**config.mk**
```make
export PLATFORM = sky130hd
export DESIGN_NAME = byte_to_word_assembler
export DESIGN_NICKNAME = d
export VERILOG_FILES = /design/src/rtl/byte_to_word_assembler.sv
export SDC_FILE = /design/constraint.sdc
export NUM_CORES = 1
export LEC_CHECK = 0
export BUFFER_PORTS_ARGS = -buffer_cell sky130_fd_sc_hd__buf_2
export CAP_MARGIN = 25
export CELL_PAD_IN_SITES_DETAIL_PLACEMENT = 0
export CELL_PAD_IN_SITES_GLOBAL_PLACEMENT = 2
export CORE_MARGIN = 3
export CORE_UTILIZATION = 36
export CTS_CLUSTER_DIAMETER = 200
export DETAILED_ROUTE_END_ITERATION = 12
export PLACE_DENSITY = 0.86
export SETUP_SLACK_MARGIN = 0.3
export SYNTH_ARGS = -nofsm -noshare
export SYNTH_HDL_FRONTEND = slang
export SYNTH_SLANG_ARGS = --single-unit
```
**constraint.sdc**
```tcl
create_clock -name clk -period 3.55 [get_ports clk]
set_input_delay 0.355 -clock clk [delete_from_list [all_inputs] [get_ports clk]]
set_output_delay 0.355 -clock clk [all_outputs]
set_load 0.01 [all_outputs]
```
**src/rtl/byte_to_word_assembler.sv**
```systemverilog
// byte_to_word_assembler
//   Collects bytes strobed in from the UART receiver and assembles them into
//   N-bit words, most significant byte first. Each finished word is presented
//   through a one-entry valid/ready output buffer. A word that completes while
//   the buffer is still full (and not being drained) is dropped and flagged
//   with a one-cycle overrun pulse.
//
//   Optional feature macro: BYTE_TIMEOUT_EN
//     When defined, a partial word is discarded after TIMEOUT_CYCLES idle
//     cycles between bytes, and timeout pulses for one cycle. When undefined,
//     a partial word persists until it is completed or reset, and timeout is 0.
//
// Ports
//   clk         in   system clock, posedge
//   reset       in   asynchronous active-high reset
//   rx_valid    in   one-cycle byte strobe from the UART receiver
//   rx_byte     in   received byte, sampled when rx_valid=1
//   word_ready  in   consumer accepts word_out when high with word_valid
//   word_out    out  assembled word, stable while word_valid=1
//   word_valid  out  word_out holds an unconsumed word
//   busy        out  a partial word is in progress
//   overrun     out  one-cycle pulse: completed word dropped, buffer full
//   timeout     out  one-cycle pulse: partial word discarded on idle timeout
module byte_to_word_assembler #(
  parameter int N              = 16,
  parameter int CNT_W          = 2,
  parameter int TIMEOUT_CYCLES = 1024
) (
  input  logic         clk,
  input  logic         reset,
  input  logic         rx_valid,
  input  logic [7:0]   rx_byte,
  input  logic         word_ready,
  output logic [N-1:0] word_out,
  output logic         word_valid,
  output logic         busy,
  output logic         overrun,
  output logic         timeout
);

  localparam int               BYTES = N / 8;
  localparam logic [CNT_W-1:0] LAST  = CNT_W'(BYTES - 1);

  logic [CNT_W-1:0] r_byte_count;
  // Only the first BYTES-1 bytes need storing; the final byte is taken
  // straight from rx_byte on the completion cycle.
  logic [N-9:0]     r_shift;

  logic [N-1:0]     w_word;
  logic             w_complete;
  logic             w_load;
  logic             w_expire;
  logic [CNT_W-1:0] w_cnt_nxt;

  assign w_word     = {r_shift, rx_byte};
  assign w_complete = rx_valid && (r_byte_count == LAST);
  // The buffer can take a new word if it is empty or is being drained now.
  assign w_load     = w_complete && (!word_valid || word_ready);

`ifdef BYTE_TIMEOUT_EN
  localparam int                IDLE_W    = $clog2(TIMEOUT_CYCLES) + 1;
  localparam logic [IDLE_W-1:0] IDLE_LAST = IDLE_W'(TIMEOUT_CYCLES - 1);

  logic [IDLE_W-1:0] r_idle;

  // A byte arriving on the expiry cycle wins: no timeout in that case.
  assign w_expire = !rx_valid && (r_byte_count != '0) && (r_idle == IDLE_LAST);

  always_ff @(posedge clk or posedge reset) begin
    if (reset) begin
      r_idle <= '0;
    end else if (rx_valid || (r_byte_count == '0) || w_expire) begin
      r_idle <= '0;
    end else begin
      r_idle <= r_idle + 1'b1;
    end
  end
`else
  // No idle timer in this build; the expression is always false.
  assign w_expire = (TIMEOUT_CYCLES < 0);
`endif

  always_comb begin
    w_cnt_nxt = r_byte_count;
    if (rx_valid) begin
      w_cnt_nxt = w_complete ? '0 : r_byte_count + 1'b1;
    end else if (w_expire) begin
      w_cnt_nxt = '0;
    end
  end

  always_ff @(posedge clk or posedge reset) begin
    if (reset) begin
      r_byte_count <= '0;
      r_shift      <= '0;
      busy         <= 1'b0;
      word_out     <= '0;
      word_valid   <= 1'b0;
      overrun      <= 1'b0;
      timeout      <= 1'b0;
    end else begin
      r_byte_count <= w_cnt_nxt;
      // busy mirrors the next counter value so it equals byte_count != 0.
      busy         <= (w_cnt_nxt != '0);
      overrun      <= w_complete && word_valid && !word_ready;
      timeout      <= w_expire;

      if (rx_valid) begin
        r_shift <= w_word[N-9:0];
      end else if (w_expire) begin
        r_shift <= '0;
      end

      if (w_load) begin
        word_out   <= w_word;
        word_valid <= 1'b1;
      end else if (word_ready) begin
        word_valid <= 1'b0;
      end
    end
  end

endmodule

```
; ---- Word-level counts from Yosys, hierarchy flattened
; Index checks and enable logic that the tools add are counted.
[totals]
reg_bits = 29
input_bits = 12
output_inout_bits = 20
[op_classes]
add_sub_neg = 1
n_eq_ne = 1
muxes = 4
reduce_logical = 9
[op_table]
columns = op, n
row1 = logical AND 1 bit, 4
row2 = 2-to-1 mux 2 bit, 2
row3 = nonzero test 2 bit, 2
row4 = adder 2 x 1 -> 2 bit (second input constant), 1
row5 = equality test 2 x 1 -> 1 bit (second input constant), 1
row6 = logical NOT 1 bit, 2
row7 = 2-to-1 mux 1 bit, 2
row8 = logical OR 1 bit, 1

; ---- Longest topological paths before layout
[depth]
depth_word = 5
mapped_depth = 5
ltp_nobuf = 3

; ---- Least setup slack after synthesis
; OpenSTA, ideal clock, no wires.
[synth_timing]
path_kind = reg2reg
from = register word_valid
to = register word_out[0]
setup_ns = 0.125
t_arrival_ns = 1.185
required_ns = 3.425
setup_slack_ns = 2.240
stages_incl_launch_ff = 6
path_buffers = 2
synth_period_minus_slack_ns = 1.310
cell_sequence = dfrtp_1 nand2b_4 nor2b_4 buf_6 buf_12 mux2_4
[synth_between]
elab_chain_len = 3
[synth_rtl]
columns = item, line_no
row1 = from (decl), 35  ; output logic word_valid,
row2 = from (signal assigned), 98  ; word_valid <= 1'b0;
row3 = from (signal assigned), 116  ; word_valid <= 1'b1;
row4 = from (signal assigned), 118  ; word_valid <= 1'b0;
row5 = logical NOT 1 bit, 58  ; assign w_load = w_complete && (!word_valid || word_ready);
row6 = logical OR 1 bit, 58
row7 = logical AND 1 bit, 58
row8 = to (signal assigned), 115  ; word_out <= w_word;
row9 = to (decl), 34  ; output logic [N-1:0] word_out,
; No other way between the ends.
; A chain may end at the register's enable or synchronous reset.

; ---- Final worst setup path
[layout_timing]
from = register r_byte_count[1]
to = register word_out[2]
[layout_between]
elab_chain_len = 3
[layout_rtl]
columns = item, line_no
row1 = from (decl), 44  ; logic [CNT_W-1:0] r_byte_count;
row2 = from (signal assigned), 102  ; r_byte_count <= w_cnt_nxt;
row3 = equality test 2 x 1 -> 1 bit, 56  ; assign w_complete = rx_valid && (r_byte_count == LAST);
row4 = logical AND 1 bit, 56
row5 = logical AND 1 bit, 58
; No other way between the ends.

==> out/metrics.csv <==
stage,metric,value,unit
logic_synthesis,register area share after synthesis,0.623,
flow_run,max-cap violations,0,
power_and_ir_drop,Leak Pwr,0.689,nW
timing,Tmin final,1580,ps
worst_setup_path,Worst Path Required,3750,ps
clock_network,H-tree Lvls,2,
floorplanning,initial core utilization,0.378,
drt,drt pass-1 iters,3,
logic_synthesis,"EDFF count, synth",0,
power_and_ir_drop,Gate power share,0.358,
power_and_ir_drop,Psw,336,µW
worst_setup_path,Crit path buffers/inverters,0,
clock_network,CTS Buf Count,5,
grt,largest net degree at the start of global routing,22,
logic_synthesis,"FF+latch count, synth",29,
floorplanning,# rows,20,
clock_network,hold buffers post-CTS,0,
logic_synthesis,count of different cell masters after synthesis,16,
drt,routed length on met1,929,µm
clock_network,Post-CTS Resized,0,
logic_synthesis,fraction of registers with async set/reset,1.00,
floorplanning,DIE AREA,0.00395,mm²
run_status,outcome,"finished, final reports clean",
power_and_ir_drop,clock share of power,0.169,
grt,first-pass GRT wire length,3.22,mm
final_layout,final core occ,0.455,
logic_synthesis,Mapped Area,0.00116,mm²
worst_setup_path,Reg2Reg Setup Slack,1970,ps
clock_network,CTS tree,yes,
drt,Wirelength per Cell,12.6,µm
floorplanning,Die X-Extent,62.9,µm
final_layout,# fillers,283,
clock_network,"Clk Latency, worst-skew pair",310,ps
worst_setup_path,crit path DAT,1780,ps
worst_setup_path,RR Startpoint,r_byte_count[1],
clock_network,clock slew at reported path FFs,80,ps
placed_design,GP Congestion,0.626,
floorplanning,Core Area,0.00308,mm²
timing,RSZ-0062 raised after global routing,false,
logic_synthesis,top cell type's share of synthesized area,0.623,
worst_setup_path,Startpoint Class,flop,
logic_synthesis,Synth Instances,67,
clock_network,worst-case clock buffer depth,2,
worst_setup_path,CP Capture Type,flop,
clock_network,setup bufs post-CTS,0,
logic_synthesis,largest cells by area after synthesis,"dfrtp_1 (62%), mux2_2 (14%), mux2_4 (13%)",
worst_setup_path,Crit Path Max Fanout,16,
final_layout,ant diodes,0,
clock_network,CTS root buffer,clkbuf_4,
floorplanning,chip height,62.9,µm
hold_path,HP Class,input port to asynchronous set/reset pin,
timing,Final period util,0.445,
clock_network,Sink Count,29,
timing,Pins Over Slew Limit,0,
timing,Worst Skew,3.88,ps
power_and_ir_drop,sequential share of power,0.473,
worst_setup_path,"CP delay by family, top",simple AND/OR/NAND/NOR gates,
drt,1st-iter DRT viols,11,
timing,Final Hold Fails,0,
worst_setup_path,CP max-delay cell,nor2b_4,
logic_synthesis,Commonest cells post-synth,"dfrtp_1 (29), mux2_2 (14), mux2_4 (10)",
final_layout,synth-to-layout area growth,20.2,%
final_layout,area of the multi-input gates,389,µm²
drt,final WL,1.83,mm
power_and_ir_drop,Switching Fraction,0.308,
grt,initial antenna violation count,0,
power_and_ir_drop,Overall Power,1.09,mW
worst_setup_path,CP Class,flop to flop,
timing,Worst slew margin,0.609,
worst_setup_path,"slowest stage delay, CP",500,ps
final_layout,Nets,113,
floorplanning,I/O pin count,32,
logic_synthesis,syn avg cell area,17.4,µm²
drt,metal2 WL,743,µm
timing,Worst Tran Pin Value,585,ps
grt,total track usage,0.110,
logic_synthesis,Mapped Nets,79,
logic_synthesis,"count leader, synth",dfrtp_1,
drt,Highest Signal Layer,met4,
power_and_ir_drop,internal power,755,µW
power_and_ir_drop,VDD IR max,0.000337,V
worst_setup_path,end of the worst register-to-register path,word_out[2],
drt,DR vias,636,
grt,vias in the first global route,661,
power_and_ir_drop,power density over the cells,779,mW/mm²
drt,post-DR vias/cell,4.36,
drt,Remaining DRCs,0,
drt,WL met3,119,µm
timing,setup_tns,0,ps
final_layout,Seq. cell area,726,µm²
logic_synthesis,ys flop type,dfrtp_1,
logic_synthesis,Yosys warnings,0,
final_layout,share of post-route cells with drive strength above 1,0.627,
placed_design,post-DP HPWL,1.31,mm
logic_synthesis,post-synth top area cell,dfrtp_1,
worst_setup_path,Reg2Reg Depth,3,
grt,Congestion Overflow GR,0,
drt,Routed Antenna Nets,0,
timing,fmax,633,MHz
worst_setup_path,crit-path cells,nand3b_4 -> nor2b_4 -> mux2_2,
placed_design,# port buffers,30,
timing,Finish-stage setup viols,0,
cell type report:
cell class	count	share of cell area
Tap cell	44	0.0393
Timing Repair Buffer	31	0.127
Multi-Input combinational cell	33	0.278
Sequential cell	29	0.518
Clock buffer	8	0.0349
Inverter	1	0.00268
cell families after synthesis:
kind of cell / after synthesis / synth area share
xor+xnor: 1 / 0.00752
other cells: 1 / 0.00322
buf+inv: 5 / 0.0430
simple gates: 6 / 0.0526
compound gates: 1 / 0.00645
flops: 29 / 0.623
mux: 24 / 0.264
per-stage QoR:
stage | instance area, µm² | hold WS (ps) | worst slack [ps] | std cells
after detailed placement | 1350 | 374 | 1720 | 138
final | 1400 | 27.3 | 1970 | 146
after floorplan | 1160 | 433 | 2240 | 67
after global routing | 1400 | 36.1 | 1910 | 146
after global placement | 1320 | 485 | 1790 | 137
after CTS | 1400 | 17.6 | 1940 | 146
layer usage:
metal  global-route usage  up-vias
li1                     -      293
met1                0.153      312
met2                0.141       26
met3               0.0378        5
met4               0.0744        0
met5                    0        -
power by group through the flow:
stage | Clock, mW | Sequential [mW] | Combinational [mW]
floorplan | 0 | 0.570 | 0.223
CTS | 0.192 | 0.518 | 0.398
detailed placement | 0 | 0.523 | 0.398
finish | 0.184 | 0.516 | 0.391
global placement | 0 | 0.520 | 0.385
global route | 0.204 | 0.534 | 0.424
cell usage in the layout (no fill, tap or decap), types with 3 or more instances in the layout:
cell / instances
clkbuf_1: 3
mux2_4: 10
dfrtp_1: 29
clkbuf_4: 5
buf_2: 30
mux2_2: 14
how the worst max path moves through the flow:
| stage | from | end | depth (start not counted) |
|---|---|---|---|
| 2_1_floorplan | word_valid | word_out[0] | 5 |
| 3_3_place_gp | rx_valid | word_out[2] | 4 |
| 3_5_place_dp | rx_valid | word_out[14] | 4 |
| 4_1_cts | r_byte_count[1] | word_out[14] | 3 |
| 5_1_grt | r_byte_count[1] | word_out[14] | 3 |
| 6_report | r_byte_count[1] | word_out[2] | 3 |
flip-flops by register name, indices dropped and copies added, names as in the netlist:
register,count
r_shift,8
word_out,16
overrun,1
busy,1
r_byte_count,2
word_valid,1
worst reg2reg max path, stage by stage, from the launching register on:
cell      delay [ps]
dfrtp_1          390
nand3b_4         180
nor2b_4          500
mux2_2           410
Note: power is estimated with default switching activity, not from simulation.
